<file path="config.mk">
export PLATFORM = sky130hd
export DESIGN_NAME = reaction_timer_flat
export DESIGN_NICKNAME = d
export VERILOG_FILES = /design/src/rtl/reaction_timer_if.sv /design/src/rtl/reaction_timer.sv /design/src/flat_wrapper.sv
export SDC_FILE = /design/constraint.sdc
export NUM_CORES = 1
export LEC_CHECK = 0
export ABC_AREA = 1
export BUFFER_PORTS_ARGS = -buffer_cell sky130_fd_sc_hd__buf_2
export CORE_ASPECT_RATIO = 0.7
export CORE_UTILIZATION = 55
export CTS_CLUSTER_DIAMETER = 40
export DETAILED_ROUTE_END_ITERATION = 6
export PLACE_DENSITY = 0.87
export SYNTH_ARGS = -nofsm -noshare
export SYNTH_HDL_FRONTEND = slang
export SYNTH_SLANG_ARGS = --single-unit
</file>
<file path="constraint.sdc">
create_clock -name clk -period 1.7 [get_ports clk]
set_input_delay 0.34 -clock clk [delete_from_list [all_inputs] [get_ports clk]]
set_output_delay 0.34 -clock clk [all_outputs]
set_load 0.03 [all_outputs]
</file>
<file path="src/rtl/reaction_timer_if.sv">
// Player-facing signal bundle of the reaction timer.
//   start, stop        : debounced, synchronized buttons (master -> slave)
//   rd3..rd0           : BCD reaction time, thousands..ones in ms (slave -> master)
//   go_led, early_led  : status lamps (slave -> master)
//   done               : result frozen on rd3..rd0 (slave -> master)
interface reaction_timer_if;
    logic       start;
    logic       stop;
    logic [3:0] rd3;
    logic [3:0] rd2;
    logic [3:0] rd1;
    logic [3:0] rd0;
    logic       go_led;
    logic       early_led;
    logic       done;

    modport master (
        output start, stop,
        input  rd3, rd2, rd1, rd0, go_led, early_led, done
    );

    modport slave (
        input  start, stop,
        output rd3, rd2, rd1, rd0, go_led, early_led, done
    );
endinterface

</file>
<file path="src/rtl/reaction_timer.sv">
// Reaction-time game: a start press arms a pseudo-random delay, then go_led
// lights and elapsed ticks are counted in BCD until stop is pressed.
//   clk : system clock
//   rst : synchronous, active-high reset
//   io  : reaction_timer_if.slave (start/stop in; rd3..rd0, go_led,
//         early_led, done out, all registered)
module reaction_timer #(
    parameter int unsigned CLK_FREQ_HZ = 100_000_000,
    parameter int unsigned TICK_HZ     = 1000,
    parameter int unsigned MIN_DELAY   = 1000,
    parameter int unsigned RAND_BITS   = 11
) (
    input  logic              clk,
    input  logic              rst,
    reaction_timer_if.slave   io
);

    localparam int unsigned DIV       = CLK_FREQ_HZ / TICK_HZ;
    localparam int unsigned PRE_W     = (DIV > 1) ? $clog2(DIV) : 1;
    localparam int unsigned MAX_DELAY = MIN_DELAY + (1 << RAND_BITS) - 1;
    localparam int unsigned CNT_BITS  = $clog2(MAX_DELAY + 1);
    localparam int unsigned DLY_W     = (CNT_BITS > RAND_BITS + 1) ? CNT_BITS : RAND_BITS + 1;

    typedef enum logic [2:0] {
        IDLE   = 3'd0,
        DELAY  = 3'd1,
        TIMING = 3'd2,
        DONE   = 3'd3,
        EARLY  = 3'd4
    } state_t;

    state_t            state, state_d;
    logic [PRE_W-1:0]  presc_q;
    logic [15:0]       lfsr_q;
    logic              start_q, stop_q;
    logic [DLY_W-1:0]  dly_q, dly_d;
    logic [3:0][3:0]   dig_q, dig_d;     // [0]=ones .. [3]=thousands
    logic              go_q, go_d;
    logic              early_q, early_d;
    logic              done_q, done_d;

    logic start_e, stop_e, tick, lfsr_fb, carry;

    assign start_e = io.start & ~start_q;
    assign stop_e  = io.stop  & ~stop_q;
    assign tick    = (presc_q == PRE_W'(DIV - 1));
    assign lfsr_fb = lfsr_q[15] ^ lfsr_q[13] ^ lfsr_q[12] ^ lfsr_q[10];

    assign io.rd3       = dig_q[3];
    assign io.rd2       = dig_q[2];
    assign io.rd1       = dig_q[1];
    assign io.rd0       = dig_q[0];
    assign io.go_led    = go_q;
    assign io.early_led = early_q;
    assign io.done      = done_q;

    // Next-state and next-output logic; stop outranks a coincident tick.
    always_comb begin
        state_d = state;
        dly_d   = dly_q;
        dig_d   = dig_q;
        go_d    = go_q;
        early_d = early_q;
        done_d  = done_q;
        carry   = 1'b1;
        case (state)
            IDLE, DONE, EARLY: begin
                if (start_e) begin
                    dly_d   = DLY_W'(MIN_DELAY) + DLY_W'(lfsr_q[RAND_BITS-1:0]);
                    dig_d   = '0;
                    done_d  = 1'b0;
                    early_d = 1'b0;
                    state_d = DELAY;
                end
            end
            DELAY: begin
                if (stop_e) begin
                    dig_d   = 16'h9999;
                    early_d = 1'b1;
                    done_d  = 1'b1;
                    state_d = EARLY;
                end else if (tick) begin
                    if (dly_q == DLY_W'(1)) begin
                        go_d    = 1'b1;
                        dig_d   = '0;
                        state_d = TIMING;
                    end else begin
                        dly_d = dly_q - DLY_W'(1);
                    end
                end
            end
            TIMING: begin
                if (stop_e) begin
                    go_d    = 1'b0;
                    done_d  = 1'b1;
                    state_d = DONE;
                end else if (tick) begin
                    if (dig_q == 16'h9999) begin
                        // saturate at the display limit instead of wrapping
                        go_d    = 1'b0;
                        done_d  = 1'b1;
                        state_d = DONE;
                    end else begin
                        // ripple BCD increment, ones first
                        for (int i = 0; i < 4; i++) begin
                            if (carry) begin
                                if (dig_q[i] == 4'd9) begin
                                    dig_d[i] = 4'd0;
                                end else begin
                                    dig_d[i] = dig_q[i] + 4'd1;
                                    carry    = 1'b0;
                                end
                            end
                        end
                    end
                end
            end
            default: state_d = IDLE;
        endcase
    end

    // State, outputs, edge-detect and LFSR registers.
    always_ff @(posedge clk) begin
        if (rst) begin
            state   <= IDLE;
            dly_q   <= '0;
            dig_q   <= '0;
            go_q    <= 1'b0;
            early_q <= 1'b0;
            done_q  <= 1'b0;
            start_q <= 1'b0;
            stop_q  <= 1'b0;
            lfsr_q  <= 16'hACE1;
        end else begin
            state   <= state_d;
            dly_q   <= dly_d;
            dig_q   <= dig_d;
            go_q    <= go_d;
            early_q <= early_d;
            done_q  <= done_d;
            start_q <= io.start;
            stop_q  <= io.stop;
            lfsr_q  <= {lfsr_q[14:0], lfsr_fb};
        end
    end

    // Tick prescaler; restarts on every state change so the first tick
    // lands a full period after entry.
    always_ff @(posedge clk) begin
        if (rst) begin
            presc_q <= '0;
        end else if (state_d != state || tick) begin
            presc_q <= '0;
        end else begin
            presc_q <= presc_q + PRE_W'(1);
        end
    end

endmodule
</file>
<file path="src/flat_wrapper.sv">
// flat-port wrapper written by rule: the top's interface ports become plain ports
module reaction_timer_flat 
#(
    parameter int unsigned CLK_FREQ_HZ = 100_000_000,
    parameter int unsigned TICK_HZ     = 1000,
    parameter int unsigned MIN_DELAY   = 1000,
    parameter int unsigned RAND_BITS   = 11
)
  (clk, rst, io_start, io_stop, io_rd3, io_rd2, io_rd1, io_rd0, io_go_led, io_early_led, io_done);
  reaction_timer_if io_i ();
  input  logic clk;
  input  logic rst;
  input wire logic [$bits(io_i.start)-1:0] io_start;
  input wire logic [$bits(io_i.stop)-1:0] io_stop;
  output wire logic [$bits(io_i.rd3)-1:0] io_rd3;
  output wire logic [$bits(io_i.rd2)-1:0] io_rd2;
  output wire logic [$bits(io_i.rd1)-1:0] io_rd1;
  output wire logic [$bits(io_i.rd0)-1:0] io_rd0;
  output wire logic [$bits(io_i.go_led)-1:0] io_go_led;
  output wire logic [$bits(io_i.early_led)-1:0] io_early_led;
  output wire logic [$bits(io_i.done)-1:0] io_done;
  assign io_i.start = io_start;
  assign io_i.stop = io_stop;
  assign io_rd3 = io_i.rd3;
  assign io_rd2 = io_i.rd2;
  assign io_rd1 = io_i.rd1;
  assign io_rd0 = io_i.rd0;
  assign io_go_led = io_i.go_led;
  assign io_early_led = io_i.early_led;
  assign io_done = io_i.done;
  reaction_timer #(.CLK_FREQ_HZ(CLK_FREQ_HZ), .TICK_HZ(TICK_HZ), .MIN_DELAY(MIN_DELAY), .RAND_BITS(RAND_BITS)) u_core (.clk(clk), .rst(rst), .io(io_i));
endmodule
</file>
==> results of run 1 <==
## final cells by class
type                    instances  share of cell area (%)
multi-input cells             400                    47.1
flip-flops and latches         69                    26.4
well taps                      94                    2.18
inverters                      81                    5.72
clock buffers                  12                    2.50
repair buffers                102                    14.8
clock inverters                 4                    1.34
## flip-flops by register name, summed over array words and instances, names as in the netlist
signal	count
u_core.dly_q	12
u_core.io.done	1
u_core.io.early_led	1
u_core.io.go_led	1
u_core.io.rd0	4
u_core.io.rd1	4
u_core.io.rd2	4
u_core.io.rd3	4
u_core.lfsr_q	16
u_core.presc_q	17
u_core.start_q	1
u_core.state	3
u_core.stop_q	1
## cells in the final DEF (no fill, tap or decap), types with 17 or more instances in the layout
cell     Yosys  final
nand3_2      2     21
buf_2        1     22
xor2_1      18     17
nor2_1      90     74
inv_1       74     67
nand2_1     95     79
o21ai_0     42     28
nor2_4       1     20
nand3_1     50     28
buf_4        1     71
a21oi_1     27     19
dfxtp_1     69     50
## where the power goes
group / switching (W) / total [W] / internal, W
registers: 0.0000751 / 0.00178 / 0.00171
logic: 0.000652 / 0.00110 / 0.000447
clock network: 0.000630 / 0.00146 / 0.000826
total: 0.00136 / 0.00434 / 0.00298
## timing repair
| action | 4_1_cts | 5_1_grt |
|---|---|---|
| cloned | 0 | 3 |
| pin swaps | 24 | 16 |
| gates resized for setup | 39 | 96 |
| endpoints found under the setup margin | 45 | 45 |
| setup buffers | 5 | 1 |
## worst max-delay path, cell delays in order (launching register included)
cell and delay (ns):
dfxtp_1 0.35, nor2_1 0.20, nand3_2 0.14, nor3_4 0.22
buf_4 0.14, nand3_1 0.05, nand2_1 0.10, nand2_2 0.09
nand2_2 0.07, nand2_2 0.07, nand2_4 0.12, clkbuf_16 0.19
nor2_2 0.04
## cells by family after synthesis
kind of cell	count (synthesis)	synth area share, %
adders and majority gates	12	3.90
AOI/OAI and AO/OA	80	11.3
DFF	69	35.9
and+or+nand+nor	280	32.8
xor gates and xnor gates	28	6.37
buffers and inverters	92	9.69
## worst paths after layout
path / end / from / slack (ns) / cells past startpoint
setup / recovery: u_core.presc_q[16] / u_core.presc_q[13] / -0.19 / 12
hold / removal: u_core.stop_q / io_stop / 0.21 / 3
setup reg to reg: u_core.presc_q[16] / u_core.presc_q[13] / -0.19 / 12
hold reg to reg: u_core.lfsr_q[12] / u_core.lfsr_q[11] / 0.42 / 2
## metrics by stage
step	power [W]	utilization, %	cell area (µm²)	TNS [ns]
2_1_floorplan	0.00235	-	3910	-0.0431
3_3_place_gp	0.00261	68.3	4620	-2.70
3_5_place_dp	0.00264	68.3	4620	-5.41
4_1_cts	0.00413	74.2	5010	-1.12
5_1_grt	0.00449	79.9	5400	-7.93
6_report	0.00434	79.9	5400	-4.90
## layer usage
| layer | wire, µm | up-vias |
|---|---|---|
| met3 | 1080 | 65 |
| li1 | - | 1987 |
| met2 | 5990 | 231 |
| met1 | 4770 | 1965 |
| met4 | 569 | 0 |
| met5 | 0 | - |
==> metrics.md, run 1 <==
| Metric | Value |
|---|---|
| Pwr Density | `803 nW/µm²` |
| Failing checks | `negative setup slack` |
| Hold/Removal Path Class | `input pin to flip-flop` |
| Max cap viols | `0` |
| WS Path Type | `flip-flop to flip-flop` |
| Setup-failing EPs final | `45` |
| Pre-CTS WS | `-0.193 ns` |
| RSZ-0062 raised after global routing | `yes` |
| Cell taking the most area after synthesis | `dfxtp_1` |
| Diodes inserted | `0` |
| Asr flop ratio synth | `0%` |
| Synth cell count leaders | `95 x nand2_1, 90 x nor2_1, 74 x inv_1` |
| Detailed placement HPWL | `7280 µm` |
| GP Congestion | `0.907` |
| GRT met3 Usage | `8.19%` |
| Clock Tree Buf Depth | `2` |
| Core ar. | `6760 µm²` |
| Mapped Cells | `561` |
| Top cells by area, synth | `dfxtp_1 36%, nand2_1 9.3%, nor2_1 8.8%, inv_1 7.2%, nand3_1 6.5%` |
| Critical path fanouts, max | `8` |
| Met2 Usage GRT | `50.4%` |
| Status | `complete, but fails checks` |
| Crit path launch type | `flip-flop` |
| Syn avg cell area | `6.86 µm²` |
| Most common cell in the netlist | `nand2_1` |
| ANT nets after route | `0` |
| Grt met1 use | `36.9%` |
| Area growth syn-to-layout | `40.3%` |
| Global routing's busiest layer | `met2` |
| Post-synthesis cell type count | `35` |
| Yosys reg bits | `69` |
| Clock root buffer | `clkbuf_8` |
| TritonCTS clock tree | `built` |
| Tmin final | `1.89 ns` |
| Worst-Margin Slew | `0.429 ns` |
| Sink Count | `69` |
| DRT Wirelength | `12400 µm` |
| Footprint of the multi-input gates | `2540 µm²` |
| Post-synth design cell area | `3850 µm²` |
| Fmax | `530 MHz` |
| Final hold vios | `0` |
| Max-slew headroom | `71.1%` |
| Hold Slack | `0.213 ns` |
| Post-synth EDFFs | `0` |
| Dominant synthesized flop cell | `dfxtp_1` |
| Crit path required time | `1.95 ns` |
| Rows | `25` |
| Vias in the first global route | `3880` |
| Hold-fix buffers, CTS | `0` |
| FF+latch area | `1430 µm²` |
| Register area share after synthesis | `35.9%` |
| First drt pass iteration count | `5` |
| Final WS setup | `-0.186 ns` |
| Clock Skew | `0.0110 ns` |
| IO buf count | `22` |
| Register clock-pin slew on the reported worst setup and hold paths | `0.07 ns` |
| Via/cell ratio | `5.57` |
| Die area | `7340 µm²` |
| Nature of the critical path endpoint | `flip-flop` |
| Initial Util | `57.0%` |
| Worst-Skew Late Latency | `0.36 ns` |
| DRC | `0` |
| Fill cells | `383` |
| Num CTS Buffers | `9` |
| Post-Place Cells | `737` |
| Synth warn | `0` |
| Syn_nets | `577` |
| CTS H-Tree Depth | `3` |
| Final #Nets | `679` |
| Share of the synthesized area in the top cell type | `35.9%` |
| WL/cell | `16.3 µm` |
| Total gr overflow | `0` |
| Crit share post-route | `111%` |
| IO Pins | `23` |
| Initial antenna violation count | `0` |
| Largest net degree at the start of global routing | `21` |
| Total number of vias | `4248` |
| Critical Path AT | `2.13 ns` |
| Die width | `102 µm` |
| Fraction of layout cells with a size suffix above 1 | `38.8%` |
| Non-filler cells, final | `762` |
| Leak Pwr | `2.40 nW` |
| Total track usage | `30.4%` |
| DIE HEIGHT | `72.0 µm` |
| First-pass GRT wire length | `17400 µm` |
| Worst ir drop on vdd | `0.660 mV` |
| Slew Limit Fails | `0` |
| Initial drt markers | `341` |
Note: power is estimated with default switching activity, not from simulation.
==> inputs of run 2 (changes only) <==
==> constraint.sdc (replaced) <==
create_clock -name clk -period 1.7 [get_ports clk]
set_input_delay 0.425 -clock clk [delete_from_list [all_inputs] [get_ports clk]]
set_output_delay 0.425 -clock clk [all_outputs]
set_load 0.03 [all_outputs]
==> metrics.md, run 2 (synthesis gave the netlist of run 1 again) <==
| Metric | Value |
|---|---|
| WS Path Type | `flip-flop to flip-flop` |
| Clock root buffer | `clkbuf_8` |
| Total track usage | `35.4% (+5.0 points)` |
| Worst-Skew Late Latency | `0.39 ns (+0.03 ns)` |
| Design area | `5520 µm² (+2.3%)` |
| Total gr overflow | `0 (unchanged)` |
| Register clock-pin slew on the reported worst setup and hold paths | `0.08 ns (about the same)` |
| Reg-to-Reg End | `u_core.io.rd0[1]` |
| Final hold vios | `0 (unchanged)` |
| Num CTS Buffers | `9 (unchanged)` |
| Core ar. | `6760 µm² (unchanged)` |
| Most frequent cells in the layout | `83 x buf_4, 73 x nor2_1, 71 x nand2_1, 68 x inv_1, 52 x dfxtp_1` |
| CTS H-Tree Depth | `3 (unchanged)` |
| Crit share post-route | `128% (+17 points)` |
| Critical Path AT | `2.48 ns (+0.35 ns)` |
| Worst-Margin Slew | `0.392 ns (-0.0372 ns)` |
| Status | `complete, but fails checks` |
| Biggest regs | `u_core.presc_q (17), u_core.lfsr_q (16), u_core.dly_q (12)` |
| Hold worst-path end | `u_core.stop_q` |
| R2r setup slk | `-0.48 ns (-0.30 ns)` |
| Clock Skew | `0.0157 ns (+0.00468 ns)` |
| Crit path launch type | `flip-flop` |
| Failing checks | `negative setup slack` |
| Max cap viols | `0 (unchanged)` |
| Post-DP Area | `4630 µm² (+0.33%)` |
| Worst r2r src | `u_core.io.rd0[1]` |
| Die width | `102 µm (unchanged)` |
| Largest net degree at the start of global routing | `21 (unchanged)` |
| Sink Count | `69 (unchanged)` |
| DRT Wirelength | `15400 µm (+24%)` |
| Slew Limit Fails | `0 (unchanged)` |
| IO buf count | `22 (unchanged)` |
| Initial Util | `57.0% (unchanged)` |
| Final #Nets | `691 (+1.8%)` |
| Rows | `25 (unchanged)` |
| WL/cell | `19.8 µm (+22%)` |
| ANT nets after route | `0 (unchanged)` |
| Worst ir drop on vdd | `0.661 mV (about the same)` |
| Pwr Density | `807 nW/µm² (+0.50%)` |
| RSZ-0062 raised after global routing | `yes` |
| Detailed placement HPWL | `7210 µm (-0.90%)` |
| Top reg by flops | `u_core.presc_q` |
| Initial drt markers | `571 (+67%)` |
| Hold-fix buffers, CTS | `0 (unchanged)` |
| Leak Pwr | `2.45 nW (+2.2%)` |
| Total number of vias | `4678 (+10%)` |
| Fraction of layout cells with a size suffix above 1 | `40.9% (+2.1 points)` |
| Critical path fanouts, max | `3 (-5)` |
| Max-slew headroom | `73.6% (+2.5 points)` |
| Tmin final | `2.18 ns (+0.295 ns)` |
| Area growth syn-to-layout | `43.5%` |
| Most common cell after layout, fill and taps aside | `buf_4` |
| Power, Total | `0.00446 W (+2.8%)` |
| Final core occ | `81.8% (+1.8 points)` |
| Fmax | `458 MHz (-14%)` |
| Largest register FFs | `17 (unchanged)` |
| Crit path required time | `2.00 ns (+0.05 ns)` |
| Die area | `7340 µm² (unchanged)` |
| Pre-CTS WS | `-0.210 ns (-0.0165 ns)` |
| First drt pass iteration count | `7 (+2)` |
| Via/cell ratio | `6.04 (+8.4%)` |
| Vias in the first global route | `4221 (+8.8%)` |
| First-pass GRT wire length | `19900 µm (+15%)` |
| FF-to-FF path depth | `12 (unchanged)` |
| Hold/Removal Path Class | `input pin to flip-flop` |
| Setup-failing EPs final | `49 (+8.9%)` |
| Clock Tree Buf Depth | `2 (unchanged)` |
| Hold path cells | `3 (unchanged)` |
| DIE HEIGHT | `72.0 µm (unchanged)` |
| Final WS setup | `-0.481 ns (-0.295 ns)` |
| Diodes inserted | `0 (unchanged)` |
| Nature of the critical path endpoint | `flip-flop` |
| HP Start | `io_stop` |
| GP Congestion | `0.909 (+0.22%)` |
| Initial antenna violation count | `0 (unchanged)` |
| IO Pins | `23 (unchanged)` |
| TritonCTS clock tree | `built` |
| DRC | `0 (unchanged)` |
==> run 2: cell types whose count changed in the layout (fill, tap and decap cells not counted), moves of 3 or more <==
cell,before,now
buf_4,71,83
nand2_1,79,71
nand2_2,15,22
o21ai_0,28,34
o21ai_1,11,7
clkbuf_8,9,12
nor2_2,14,17
o21ai_2,5,2
==> run 2: layer usage <==
metal	up-vias	wire length (µm)	GRT usage (%)
li1	2002	-	-
met1	2121	5210	42.0
met2	403	6890	58.7
met3	152	2000	9.63
met4	0	1260	18.7
met5	-	0	0
==> run 2: power breakdown <==
part	switching (W)	leakage, nW	internal (W)	total, W
Clock	0.000685	0.106	0.000796	0.00148
Sequential	0.0000820	0.575	0.00171	0.00179
Combinational	0.000729	1.77	0.000458	0.00119
==> run 2: layout make-up <==
type,instances,area (µm²)
Multi-Input combinational cell,400,2580
Clock buffer,13,169
Fill cell,359,1230
Sequential cell,69,1420
Timing Repair Buffer,114,885
Tap cell,94,118
Clock inverter,3,42.5
Inverter,81,309
==> run 2: worst max-delay path by stage <==
stage | startpoint | cells past startpoint | to | slack, ns
floorplan | u_core.io.rd1[1] | 14 | u_core.presc_q[15] | -0.006
global placement | u_core.presc_q[0] | 10 | u_core.dly_q[9] | -0.12
detailed placement | u_core.presc_q[0] | 10 | u_core.dly_q[5] | -0.21
CTS | u_core.io.rd3[1] | 12 | u_core.io.rd2[2] | -0.1
global route | u_core.io.rd0[1] | 12 | u_core.io.rd0[1] | -0.60
finish | u_core.io.rd0[1] | 12 | u_core.io.rd0[1] | -0.48
==> run 2: worst max-delay path, cell delays in order (launching register included) <==
cell	delay (ns)
dfxtp_4	0.35
inv_1	0.27
ha_4	0.20
nand3_4	0.10
buf_4	0.15
nor2_2	0.17
nand2_1	0.12
nand4_1	0.18
nand2_2	0.14
buf_12	0.16
nand3_2	0.07
nand2_1	0.08
nor2_1	0.14
==> run 2: what timing repair did <==
item / 4_1_cts / 5_1_grt
setup buffers: 8 / 9
resized for setup: 60 / 76
setup endpoints to repair: 45 / 49
gates cloned: 1 / 1
pin swaps: 22 / 22
==> run 2: through the flow <==
stage | std cells | TNS [ns] | hold slack [ns]
after global routing | 774 | -19.34 | 0.320
after CTS | 764 | -2.23 | 0.274
after floorplan | 561 | -0.0431 | 0.388
after global placement | 739 | -2.65 | 0.391
final | 774 | -15.57 | 0.311
after detailed placement | 739 | -5.89 | 0.409
==> inputs of run 3 (changes only) <==
- CTS_BUF_LIST: default -> sky130_fd_sc_hd__clkbuf_4 sky130_fd_sc_hd__clkbuf_8 sky130_fd_sc_hd__clkbuf_16
==> metrics.md, run 3 (synthesis gave the netlist of run 1 again) <==
| Metric | Value |
|---|---|
| Met2 wire len | `6850 µm (-0.64%)` |
| Total track usage | `33.5% (-1.9 points)` |
| Total gr overflow | `0 (unchanged)` |
| Most common cell after layout, fill and taps aside | `buf_4` |
| Max cap viols | `0 (unchanged)` |
| Crit path launch type | `flip-flop` |
| Switch share | `34.1% (+0.54 points)` |
| CP max-delay cell | `dfxtp_4` |
| Sequential share of power | `39.5% (-0.6 points)` |
| Biggest regs | `u_core.presc_q (17), u_core.lfsr_q (16), u_core.dly_q (12)` |
| Fraction of layout cells with a size suffix above 1 | `43.5% (+2.6 points)` |
| Hold Slack | `0.265 ns (-0.0463 ns)` |
| Via/cell ratio | `5.95 (-1.6%)` |
| Initial antenna violation count | `0 (unchanged)` |
| Core ar. | `6760 µm² (unchanged)` |
| Pwr Density | `809 nW/µm² (+0.22%)` |
| Fmax | `520 MHz (+13%)` |
| First-pass GRT wire length | `18800 µm (-5.5%)` |
| Clock root buffer | `clkbuf_8` |
| Worst-Margin Slew | `0.446 ns (+0.0541 ns)` |
| Critical Path Max Stage Delay | `0.35 ns (about the same)` |
| CTS H-Tree Depth | `3 (unchanged)` |
| Clock network power share | `33.7% (+0.5 points)` |
| Failing checks | `negative setup slack` |
| Die area | `7340 µm² (unchanged)` |
| Critical Path AT | `2.19 ns (-0.29 ns)` |
| Largest net degree at the start of global routing | `21 (unchanged)` |
| Worst-Skew Late Latency | `0.40 ns (about the same)` |
| Top reg by flops | `u_core.presc_q` |
| Hold/Removal Path Class | `input pin to flip-flop` |
| Post-Place Cells | `739 (unchanged)` |
| Detailed placement HPWL | `7210 µm (unchanged)` |
| Crit path required time | `1.96 ns (-0.04 ns)` |
| Nature of the critical path endpoint | `flip-flop` |
| WL/cell | `19.2 µm (-3.3%)` |
| RSZ-0062 raised after global routing | `yes` |
| Register clock-pin slew on the reported worst setup and hold paths | `0.07 ns (about the same)` |
| Diodes inserted | `0 (unchanged)` |
| Final hold vios | `0 (unchanged)` |
| IO Pins | `23 (unchanged)` |
| Setup-failing EPs final | `46 (-6.1%)` |
| Num CTS Buffers | `9 (unchanged)` |
| Rows | `25 (unchanged)` |
| Logic gate share of total power | `26.8% (+0.2 points)` |
| Area growth syn-to-layout | `45.5%` |
| Post-DP Area | `4630 µm² (unchanged)` |
| Worst ir drop on vdd | `0.624 mV (-5.5%)` |
| Critical path fanouts, max | `4 (+1)` |
| Total number of vias | `4604 (-1.6%)` |
| Clock Skew | `0.0283 ns (+0.0127 ns)` |
| Cells along the critical path | `inv_1 > ha_1 > nand3_2 > inv_1 > nand2_2 > nor2_4 > nand3_2 > nand2_2 > nand2_2 > nand2_2 > nand2_2 > nand2_4 > clkbuf_16 > nor2_4` |
| DR WL met3 | `1440 µm (-28%)` |
| ANT nets after route | `0 (unchanged)` |
| IO buf count | `22 (unchanged)` |
| Final WS setup | `-0.222 ns (+0.259 ns)` |
| DRT Wirelength | `14900 µm (-3.3%)` |
| Status | `complete, but fails checks` |
| First drt pass iteration count | `5 (-2)` |
| GP Congestion | `0.909 (unchanged)` |
| Sink Count | `69 (unchanged)` |
| Die width | `102 µm (unchanged)` |
| Crit share post-route | `113% (-15 points)` |
| Vias in the first global route | `4063 (-3.7%)` |
| Final core occ | `82.9% (+1.1 points)` |
| Initial Util | `57.0% (unchanged)` |
| Initial drt markers | `512 (-10%)` |
| Design area | `5600 µm² (+1.4%)` |
| DIE HEIGHT | `72.0 µm (unchanged)` |
| TritonCTS clock tree | `built` |
| Fill cells | `360 (+0.28%)` |
| Slew Limit Fails | `0 (unchanged)` |
| Most frequent cells in the layout | `81 x buf_4, 70 x nand2_1, 68 x nor2_1, 67 x inv_1, 46 x dfxtp_1` |
| WS Path Type | `flip-flop to flip-flop` |
| Met1 Wirelength | `5440 µm (+4.4%)` |
| Clock Tree Buf Depth | `2 (unchanged)` |
| Power, Total | `0.00453 W (+1.6%)` |
| Non-filler cells, final | `774 (unchanged)` |
| Most used cell, CP | `nand2_2` |
| DRC | `0 (unchanged)` |
| Final #Nets | `691 (unchanged)` |
| Int Pwr | `0.00298 W (+0.79%)` |
| Tmin final | `1.92 ns (-0.259 ns)` |
| Leak Pwr | `2.47 nW (+0.50%)` |
| Psw | `0.00154 W (+3.2%)` |
| Highest metal used | `met4` |
| Largest register FFs | `17 (unchanged)` |
| Max-slew headroom | `70.1% (-3.5 points)` |
[run 3: cell types whose count changed in the layout (fill, tap and decap cells not counted), sizes merged]
cell,before,now
clkbuf,13,14
buf,114,113
[run 3: repair_timing]
item | 4_1_cts | 5_1_grt
pin swaps | 17 | 22
buffers inserted | 6 | 10
gates cloned | 1 | 2
endpoints found under the setup margin | 45 | 48
hold buffers | 0 | 0
gates resized for setup | 49 | 115
[run 3: final cells by class]
cell class | count | area (µm²) | area share [%]
multi-input cells | 400 | 2630 | 47.0
clock buffers | 13 | 173 | 3.08
well taps | 94 | 118 | 2.10
flip-flops and latches | 69 | 1430 | 25.5
repair buffers | 114 | 897 | 16.0
inverters | 81 | 309 | 5.52
clock inverters | 3 | 42.5 | 0.760
[run 3: final timing paths]
kind,depth (start not counted),endpoint,slack [ns],startpoint
setup / recovery,14,u_core.presc_q[15],-0.22,u_core.io.rd2[1]
hold / removal,3,u_core.stop_q,0.26,io_stop
hold reg to reg,2,u_core.lfsr_q[3],0.42,u_core.lfsr_q[2]
setup reg to reg,14,u_core.presc_q[15],-0.22,u_core.io.rd2[1]
[run 3: worst max-delay path, delay by kind of cell, from the launching register on]
family	cells	cell delay, ns
AND/OR/NAND/NOR	10	0.90
flip-flops	1	0.35
buffers and inverters	3	0.35
adder cells (fa/ha/maj)	1	0.20
[run 3: metrics by stage]
step	worst slack (ns)	TNS, ns
final	-0.222	-6.64
after floorplan	-0.00590	-0.0431
after detailed placement	-0.210	-5.89
after global routing	-0.243	-8.43
after CTS	-0.0936	-2.42
after global placement	-0.123	-2.65
[run 3: power by group through the flow]
stage	Sequential, W	Clock (W)	Combinational (W)
after global routing	0.00179	0.00158	0.00126
final	0.00179	0.00153	0.00121
after floorplan	0.00184	0	0.000514
after detailed placement	0.00180	0	0.000838
after CTS	0.00177	0.00146	0.000956
after global placement	0.00180	0	0.000817
[run 3: layer usage]
| metal | track usage [%] | vias to the layer above |
|---|---|---|
| met2 | 55.6 | 346 |
| met3 | 11.5 | 122 |
| met1 | 39.7 | 2124 |
| li1 | - | 2012 |
| met4 | 13.7 | 0 |
| met5 | 0 | - |
